`config.mk`:
```
export PLATFORM = sky130hd
export DESIGN_NAME = oled_text_refresher
export DESIGN_NICKNAME = d
export VERILOG_FILES = /design/src/rtl/oled_pkg.sv /design/src/rtl/oled_char_cursor.sv /design/src/rtl/oled_text_refresher.sv
export SDC_FILE = /design/constraint.sdc
export NUM_CORES = 1
export LEC_CHECK = 0
export ABC_AREA = 1
export CORE_MARGIN = 5
export CORE_UTILIZATION = 40
export DETAILED_ROUTE_END_ITERATION = 8
export DONT_BUFFER_PORTS = 1
export GPL_ROUTABILITY_DRIVEN = 0
export PLACE_DENSITY = 0.52
export SYNTH_ARGS = -nofsm -noshare
export SYNTH_HDL_FRONTEND = slang
export SYNTH_SLANG_ARGS = --single-unit
```
`constraint.sdc`:
```
create_clock -name clk -period 1.74 [get_ports clk]
set_input_delay 0.348 -clock clk [delete_from_list [all_inputs] [get_ports clk]]
set_output_delay 0.348 -clock clk [all_outputs]
set_load 0.01 [all_outputs]
```
`src/rtl/oled_pkg.sv`:
```
// Shared types and helpers for the OLED text refresher: FSM state encoding,
// glyph geometry and the controller base-address packing.
package oled_pkg;

   localparam int CHAR_PX     = 8;  // glyph width in pixels
   localparam int BASE_ADDR_W = 9;  // controller local-memory base address width

   typedef enum logic [3:0] {
      ST_OFF,
      ST_PWR_ON,
      ST_IDLE,
      ST_RD,
      ST_WR,
      ST_WR_WAIT,
      ST_UPD,
      ST_UPD_WAIT,
      ST_PWR_OFF
   } oled_state_t;

   // Controller base address of a character cell: {row, col, pixel offset 0}.
   function automatic logic [BASE_ADDR_W-1:0] pack_base_addr(input logic [1:0] row,
                                                            input logic [3:0] col);
      return {row, col, {$clog2(CHAR_PX){1'b0}}};
   endfunction

endpackage

```
`src/rtl/oled_char_cursor.sv`:
```
// Character cursor: row/column counters plus a running linear RAM address
// (row*COLS+col) that is stepped instead of multiplied. 'last' flags the
// final cell of the frame.
module oled_char_cursor #(
   parameter int ROWS   = 4,
   parameter int COLS   = 16,
   parameter int ADDR_W = 6
) (
   input  logic              clk,
   input  logic              rst,
   input  logic              clear,
   input  logic              step,
   output logic [1:0]        row,
   output logic [3:0]        col,
   output logic [ADDR_W-1:0] lin,
   output logic              last
);

   localparam logic [1:0] ROW_LAST = 2'(ROWS - 1);
   localparam logic [3:0] COL_LAST = 4'(COLS - 1);

   logic col_wrap;

   assign col_wrap = (col == COL_LAST);
   assign last     = col_wrap && (row == ROW_LAST);

   // Advance column, wrap into the next row, and keep the linear address in step.
   always_ff @(posedge clk) begin
      // NOTE: sequential state uses non-blocking assignments so every register
      // samples pre-edge values regardless of statement order.
      if (rst || clear) begin
         row <= '0;
         col <= '0;
         lin <= '0;
      end else if (step) begin
         lin <= lin + 1'b1;
         if (col_wrap) begin
            col <= '0;
            row <= row + 2'd1;
         end else begin
            col <= col + 4'd1;
         end
      end
   end

endmodule

```
`src/rtl/oled_text_refresher.sv`:
```
// OLED text refresher: streams a ROWS x COLS ASCII buffer from a sync-read
// text RAM into an OLED controller's char-write/update interface, and drives
// the panel power sequence from the display_en level. A frame is sent only
// when the buffer is dirty (host write or power-on).
// Optional feature macro: OLED_AUTO_REFRESH_EN -- periodic refresh from an
// IDLE cycle counter every REFRESH_CYCLES cycles.
module oled_text_refresher
   import oled_pkg::*;
#(
   parameter int ROWS           = 4,
   parameter int COLS           = 16,
   parameter int ADDR_W         = 6,
   parameter int REFRESH_CYCLES = 2**20
) (
   input  logic                   clk,
   input  logic                   rst,
   input  logic                   display_en,
   input  logic                   buf_wr,
   output logic [ADDR_W-1:0]      ram_addr,
   input  logic [7:0]             ram_data,
   output logic                   write_start,
   output logic [7:0]             write_ascii,
   output logic [BASE_ADDR_W-1:0] write_base_addr,
   input  logic                   write_ready,
   output logic                   update_start,
   input  logic                   update_ready,
   output logic                   disp_on_start,
   input  logic                   disp_on_ready,
   output logic                   disp_off_start,
   input  logic                   disp_off_ready,
   output logic                   busy,
   output logic                   frame_done
);

   // Reject parameter sets the base-address packing cannot represent.
   if (ROWS < 1 || ROWS > 4 || COLS < 1 || COLS > 16 ||
       ROWS * COLS > 2**ADDR_W || REFRESH_CYCLES < 1) begin : g_param_check
      $error("oled_text_refresher: illegal parameter set");
   end

   oled_state_t state, state_d;

   logic       dirty;
   logic       busy_seen;     // controller dropped ready since the last start pulse
   logic       in_wait;
   logic       ready_sel;
   logic       done;
   logic       fire_on, fire_off, fire_wr, fire_upd;
   logic       frame_done_d;
   logic       dirty_clr, dirty_force, refresh_hit;
   logic       cur_clear, cur_step, cur_last;
   logic [1:0] cur_row;
   logic [3:0] cur_col;

   oled_char_cursor #(
      .ROWS   (ROWS),
      .COLS   (COLS),
      .ADDR_W (ADDR_W)
   ) u_cursor (
      .clk   (clk),
      .rst   (rst),
      .clear (cur_clear),
      .step  (cur_step),
      .row   (cur_row),
      .col   (cur_col),
      .lin   (ram_addr),
      .last  (cur_last)
   );

   assign busy = (state != ST_OFF) && (state != ST_IDLE);

   // Select the ready line of the handshake the current wait state tracks.
   always_comb begin
      // NOTE: every combinational output gets a default first, so no path
      // through the case can leave it unassigned and infer a latch.
      in_wait   = 1'b1;
      ready_sel = 1'b0;
      unique case (state)
         ST_PWR_ON:   ready_sel = disp_on_ready;
         ST_WR_WAIT:  ready_sel = write_ready;
         ST_UPD_WAIT: ready_sel = update_ready;
         ST_PWR_OFF:  ready_sel = disp_off_ready;
         default:     in_wait   = 1'b0;
      endcase
   end

   // A handshake completes once ready has dropped and come back.
   assign done = in_wait && busy_seen && ready_sel;

   // Next-state and per-cycle control decisions.
   always_comb begin
      state_d      = state;
      fire_on      = 1'b0;
      fire_off     = 1'b0;
      fire_wr      = 1'b0;
      fire_upd     = 1'b0;
      frame_done_d = 1'b0;
      dirty_clr    = 1'b0;
      dirty_force  = 1'b0;
      cur_clear    = 1'b0;
      cur_step     = 1'b0;
      unique case (state)
         ST_OFF: begin
            if (display_en && disp_on_ready) begin
               fire_on = 1'b1;
               state_d = ST_PWR_ON;
            end
         end
         ST_PWR_ON: begin
            if (done) begin
               dirty_force = 1'b1;
               state_d     = ST_IDLE;
            end
         end
         ST_IDLE: begin
            if (!display_en) begin
               if (disp_off_ready) begin
                  fire_off = 1'b1;
                  state_d  = ST_PWR_OFF;
               end
            end else if (dirty) begin
               dirty_clr = 1'b1;
               cur_clear = 1'b1;
               state_d   = ST_RD;
            end
         end
         ST_RD: begin
            // Power-down abandons the frame; keep it dirty for the next power-up.
            if (!display_en) begin
               dirty_force = 1'b1;
               state_d     = ST_IDLE;
            end else begin
               state_d = ST_WR;
            end
         end
         ST_WR: begin
            if (!display_en) begin
               dirty_force = 1'b1;
               state_d     = ST_IDLE;
            end else if (write_ready) begin
               fire_wr = 1'b1;
               state_d = ST_WR_WAIT;
            end
         end
         ST_WR_WAIT: begin
            if (done) begin
               if (!display_en) begin
                  dirty_force = 1'b1;
                  state_d     = ST_IDLE;
               end else if (cur_last) begin
                  state_d = ST_UPD;
               end else begin
                  cur_step = 1'b1;
                  state_d  = ST_RD;
               end
            end
         end
         ST_UPD: begin
            if (!display_en) begin
               dirty_force = 1'b1;
               state_d     = ST_IDLE;
            end else if (update_ready) begin
               fire_upd = 1'b1;
               state_d  = ST_UPD_WAIT;
            end
         end
         ST_UPD_WAIT: begin
            if (done) begin
               frame_done_d = 1'b1;
               state_d      = ST_IDLE;
            end
         end
         ST_PWR_OFF: begin
            if (done) state_d = ST_OFF;
         end
         default: state_d = ST_OFF;
      endcase
   end

`ifdef OLED_AUTO_REFRESH_EN
   localparam int RC_W = $clog2(REFRESH_CYCLES + 1);
   localparam logic [RC_W-1:0] RC_LAST = RC_W'(REFRESH_CYCLES - 1);

   logic [RC_W-1:0] refresh_cnt;

   assign refresh_hit = (state == ST_IDLE) && (refresh_cnt == RC_LAST);

   // Count IDLE cycles; restart on every frame start and after each refresh.
   always_ff @(posedge clk) begin
      if (rst || dirty_clr || refresh_hit) refresh_cnt <= '0;
      else if (state == ST_IDLE)           refresh_cnt <= refresh_cnt + 1'b1;
   end
`else
   assign refresh_hit = 1'b0;
`endif

   // State register and handshake tracking.
   always_ff @(posedge clk) begin
      if (rst) begin
         state     <= ST_OFF;
         busy_seen <= 1'b0;
      end else begin
         state <= state_d;
         if (fire_on || fire_off || fire_wr || fire_upd || done) busy_seen <= 1'b0;
         else if (in_wait && !ready_sel)                         busy_seen <= 1'b1;
      end
   end

   // Dirty flag: any set source wins over the frame-start clear.
   always_ff @(posedge clk) begin
      if (rst)                                       dirty <= 1'b1;
      else if (buf_wr || dirty_force || refresh_hit) dirty <= 1'b1;
      else if (dirty_clr)                            dirty <= 1'b0;
   end

   // Registered one-cycle start pulses and the latched write payload.
   always_ff @(posedge clk) begin
      if (rst) begin
         write_start     <= 1'b0;
         update_start    <= 1'b0;
         disp_on_start   <= 1'b0;
         disp_off_start  <= 1'b0;
         frame_done      <= 1'b0;
         write_ascii     <= '0;
         write_base_addr <= '0;
      end else begin
         write_start    <= fire_wr;
         update_start   <= fire_upd;
         disp_on_start  <= fire_on;
         disp_off_start <= fire_off;
         frame_done     <= frame_done_d;
         if (fire_wr) begin
            write_ascii     <= ram_data;
            write_base_addr <= pack_base_addr(cur_row, cur_col);
         end
      end
   end

endmodule

```
# Word level (Yosys, flattened, before mapping)
# Cells that the tools add are included.
# Widths: inputs -> output; s select.
# totals
wordCells,99
reg_bits,37
# classes
reduce_logical,23
addsub,3
n_mux,40
bitwise,1
n_eq_ne,19
# op_table
operator,n
$mux 4,12
$pmux 4 s8,1
$mux 1,22
$eq 4x3->1 const B,4
$ne 3x3->1 const B,4
$mux 3,3
$eq 4x2->1 const B,2
$eq 4x4->1 const B,2
$reduce_and 8->1,1
$reduce_or 2->1,4
$add 6x1->6 const B,1
$logic_and 1x1->1,6
$logic_or 1x1->1,6
$ne 2x2->1 const B,3
$add 4x1->4 const B,1
$eq 4x1->1 const B,1
$logic_not 4->1,1
$ne 4x2->1 const B,1
$pmux 1 s4,1
$reduce_bool 4->1,1
$reduce_or 4->1,1
$pmux 1 s3,1
$reduce_or 3->1,1
$add 2x1->2 const B,1
other kinds (5),5

# Depth between registers and ports, before layout
# depth
depth_word,9
mapped_depth,11
depth_no_buf,11

# By module
# From an unflattened synthesis, not the netlist that was laid out.
# unflattened
cells_unflattened,255
hier_area_um2,1774.2
# modules_own_cells
module,seq_area_each_um2,cells_each,area_each_um2,n_inst
oled_text_refresher,500.5,178,1217.4,1
oled_char_cursor,240.2,77,556.8,1

# Worst setup path after synthesis
# No wires, ideal clock.
# synth_path
kind,register to register
startpoint,register u_cursor.col[0]
endpoint,register u_cursor.col[0]
arrival_ns,1.370
required_ns,1.626
setup_ns,0.114
path_slack_ns,0.256
path_stages_with_launch,10
path_cell_list,dfxtp_1 > ha_1 > inv_1 > nor2_2 > nand2_1 > nand3_1 > inv_1 > nand2_4 > xor2_1 > nor2_1
# synth_via
elab_chain_cells,6
word_cells_on_any_way,8
# synth_lines
item,line,text
"start, declared",oled_char_cursor.sv:14,"output logic [3:0] col,"
"start signal, assigned",oled_char_cursor.sv:41,col <= col + 4'd1;
$eq 4x4->1,oled_char_cursor.sv:24,assign col_wrap = (col == COL_LAST);
$logic_and 1x1->1,oled_char_cursor.sv:25,assign last = col_wrap && (row == ROW_LAST);
$mux 1,oled_text_refresher.sv:150,end else if (cur_last) begin
$mux 1,oled_text_refresher.sv:147,if (!display_en) begin
$mux 1,oled_text_refresher.sv:146,if (done) begin
$mux 1,oled_text_refresher.sv:102,unique case (state)
# Parallel ways exist; a longest one is shown, timed or not.
# A chain may end at the register's enable or synchronous reset.

# Worst setup path in the final report
# layout_path
startpoint,register state[0]
endpoint,register state[0]
# layout_via
elab_chain_cells,7
word_cells_on_any_way,25
# layout_lines
item,line,text
"start, declared",oled_text_refresher.sv:41,"oled_state_t state, state_d;"
"start signal, assigned",oled_text_refresher.sv:203,state <= state_d;
$eq 4x4->1 (tied with other cells),"oled_text_refresher.sv:78, oled_text_refresher.sv:102",
$reduce_or 4->1 (no line),--,
$mux 1,oled_text_refresher.sv:78,unique case (state)
$logic_and 1x1->1 (2 in a row),oled_text_refresher.sv:88,assign done = in_wait && busy_seen && ready_sel;
$ne 2x2->1 (no line) / $ne 2x1->1 (equally long branches),--,
$reduce_and 8->1 (no line),--,
# Parallel ways exist; a longest one is shown, timed or not.

==> implementation parameters <==
Parameter                              Value

Clock tree
  Max Buffers Root-to-Sink    2
  Worst-path clk slew    0.07 ns
  CTS tree    built
  Number of buffers inserted during clock tree synthesis    5
  Root buffer selected by CTS    clkbuf_8
  Num Clock Sinks    37
  Clk Latency, worst-skew pair    0.29 ns
  Deepest level of the CTS H-tree    2

Yosys
  Post-synthesis cell type count    29
  Post-synthesis sequential area ratio    0.419
  Post-synth top area cell    dfxtp_1
  Most numerous cell in the Yosys netlist    nand2_1
  Number of enable-type register cells in the synthesized netlist    0
  Post-synth top area share    0.419
  Synthesized flop and latch total    37
  Avg Cell Area, Syn    7.19 um^2
  Cell Area, Synth    0.00177 mm^2
  Predominant post-synthesis flop cell    dfxtp_1
  Most instantiated cells after synthesis    45 x nand2_1, 39 x nor2_1, 37 x dfxtp_1, 22 x nand3_1, 20 x a21oi_1
  Biggest area contributors in the synthesized netlist    dfxtp_1 42%, nand2_1 9.5%, nor2_1 8.3%, nand3_1 6.2%, a21oi_1 5.7%
  Synthesized netlist cell count    246
  Count of synthesis-stage warnings from yosys    0
  Proportion of register bits with asynchronous set or reset after synthesis    0

Cells and area
  Fraction of final layout cells with drive strength greater than 1    0.130
  Post-Route Utilization    0.451
  Number of nets at the end of the flow    272
  Antenna fix cells    0
  Growth of design area from synthesis to finish    10.3%
  Fillers    474

Routing
  Ratio of routed vias to standard cells    5.11
  Total routed wirelength    4.15 mm
  Per-cell routed wire length    13.6 um
  Via total after detailed routing    1559
  Drt first pass iters    4
  Antenna-violating nets left    0
  # DRC    0
  Starting DRC count in detailed routing    80

Die
  Die ar.    0.00585 mm^2
  Area of the core    0.00432 mm^2
  Row cnt    24
  I/O pins    45
  Die height    76.5 um
  Die width    76.5 um
  Initial cell density of the core    0.409

STA
  Final Setup Violations    0
  Setup repair after global routing missed its margin    no
  Sum of negative setup slack    0 ns
  Pins Over Slew Limit    0
  Clk_skew    0.00620 ns
  Final period util    0.908
  Fmax    633 MHz
  Endpoints failing hold    0
  Final worst path period need    1.58 ns

Setup path
  Total number of cells along the worst setup path    8
  Combined buffer and inverter count along the critical path    0
  Critical Path Start Type    register
  Flop-to-flop setup slack    0.16 ns
  Capturing element of the worst setup path    state[0]
  Crit Path Class    reg2reg
  Launch point of the critical path    state[0]
  Reg-to-reg endpoint    state[0]
  Reg2reg start    state[0]
  Depth of the worst register-to-register path    8
  Cell-by-cell listing of the critical path    nor2_2, nand3_1, nand2_1, o21ai_2, nand2_1, nand2_2, nand2_1, a21oi_1
  Critical path capture point type    register
  Highest fanout seen on the critical path    7
  Worst Path Arrival    1.80 ns
  Dominant cell type by count on the critical path    nand2_1
  Max stage delay cell, worst path    dfxtp_1
  Kind of cell adding the most delay to the critical path    simple AND/OR/NAND/NOR gates
  Data required, critical path    1.96 ns
  CP peak stage delay    0.45 ns

Global routing
  Maximum number of pins on one net before global-route repair    17
  Number of antenna violations at the first check in global routing    0
  Global-route wire length before repair    6.98 mm
  Combined global-route utilization of all metal layers    0.144
  Number of global-route vias before repair    1468
  Overflow left after global routing    0

Power
  PD cells    1180 mW/mm^2
  Pwr Total    2290 uW
  Leak Pwr    0.000836 uW
  Peak supply drop    0.000445 V

Placed design
  Final HPWL from detailed placement    3.07 mm
  IO buf count    0

Job
  Number of violations of the max-capacitance limit    0

Hold path
  HP Start    rst
  Class of the tightest hold or removal check    in2reg
  Cell depth of the worst hold path    1

Outcome
  Status    complete, no violations
[routing by layer]
layer	wire length, um	vias up	global-route usage
li1	-	815	-
met1	1890	686	0.186
met2	1870	54	0.217
met3	347	4	0.0567
met4	40	0	0.0490
met5	0	-	0
[registers in the layout, summed over array words and instances (netlist names)]
register and flops:
state 4, write_start 1, write_base_addr 6, frame_done 1, disp_off_start 1, u_cursor.row 2
dirty 1, busy_seen 1, u_cursor.lin 6, u_cursor.col 4, disp_on_start 1, update_start 1
write_ascii 8
[area by class of cell]
cell class | count | area [um^2] | area share
Timing Repair Buffer | 8 | 60.1 | 0.0308
Inverter | 19 | 71.3 | 0.0365
Tap cell | 52 | 65.1 | 0.0333
Multi-Input combinational cell | 182 | 908 | 0.465
Clock buffer | 5 | 68.8 | 0.0353
Clock inverter | 2 | 35.0 | 0.0179
Sequential cell | 37 | 743 | 0.381
[placed cells by master, fill, tap and decap left out]
cell type / netlist / final
inv_2: 2 / 2
nand3_2: 1 / 1
conb_1: 1 / 3
a21oi_1: 20 / 20
o221ai_1: 1 / 1
nor2_2: 8 / 8
clkbuf_8: 0 / 5
nand3_1: 22 / 22
ha_1: 3 / 3
nor2_1: 39 / 39
clkinv_2: 0 / 1
o21ai_0: 17 / 17
and2_1: 1 / 1
nand2_2: 1 / 1
nand4_1: 5 / 5
buf_4: 4 / 8
nand2_1: 45 / 45
nor4_1: 1 / 1
o211ai_1: 3 / 3
nor3_1: 1 / 1
a211oi_1: 1 / 1
xnor2_1: 1 / 1
bufinv_16: 0 / 1
xor2_1: 5 / 5
nand2_4: 1 / 1
nor2_4: 2 / 2
o21ai_2: 1 / 1
inv_1: 17 / 17
dfxtp_2: 0 / 2
dfxtp_1: 37 / 35
[worst min-delay path by stage]
stage / end
finish: state[1]
floorplan: dirty
global placement: state[0]
CTS: state[1]
detailed placement: disp_off_start
global route: disp_on_start
[where the power goes]
group,total [uW],switching [uW],internal [uW]
clock network,720,304,416
logic,566,377,189
registers,1010,85.8,922
total,2290,767,1530
[through the flow]
stage	cells	hold WS, ns	area, um^2	setup WS [ns]
2_1_floorplan	248	0.457	1780	0.256
3_3_place_gp	298	0.423	1850	0.176
3_5_place_dp	298	0.423	1850	0.186
4_1_cts	305	0.108	1950	0.166
5_1_grt	305	0.107	1950	0.00684
6_report	305	0.117	1950	0.160
[cells by family after synthesis]
group                      Yosys count  share of synthesized area
and+or+nand+nor                    127                      0.325
AOI/OAI and AO/OA                   43                      0.132
DFF                                 37                      0.419
buffers and inverters               29                     0.0721
xor gates and xnor gates             6                     0.0297
adders and majority gates            3                     0.0212
other                                1                    0.00212
[what timing repair did]
item	CTS	global route
setup endpoints to repair	0	1
resized for setup	0	2
hold buffers	0	0
buffers inserted	0	0
Note: power is estimated with default switching activity, not from simulation.
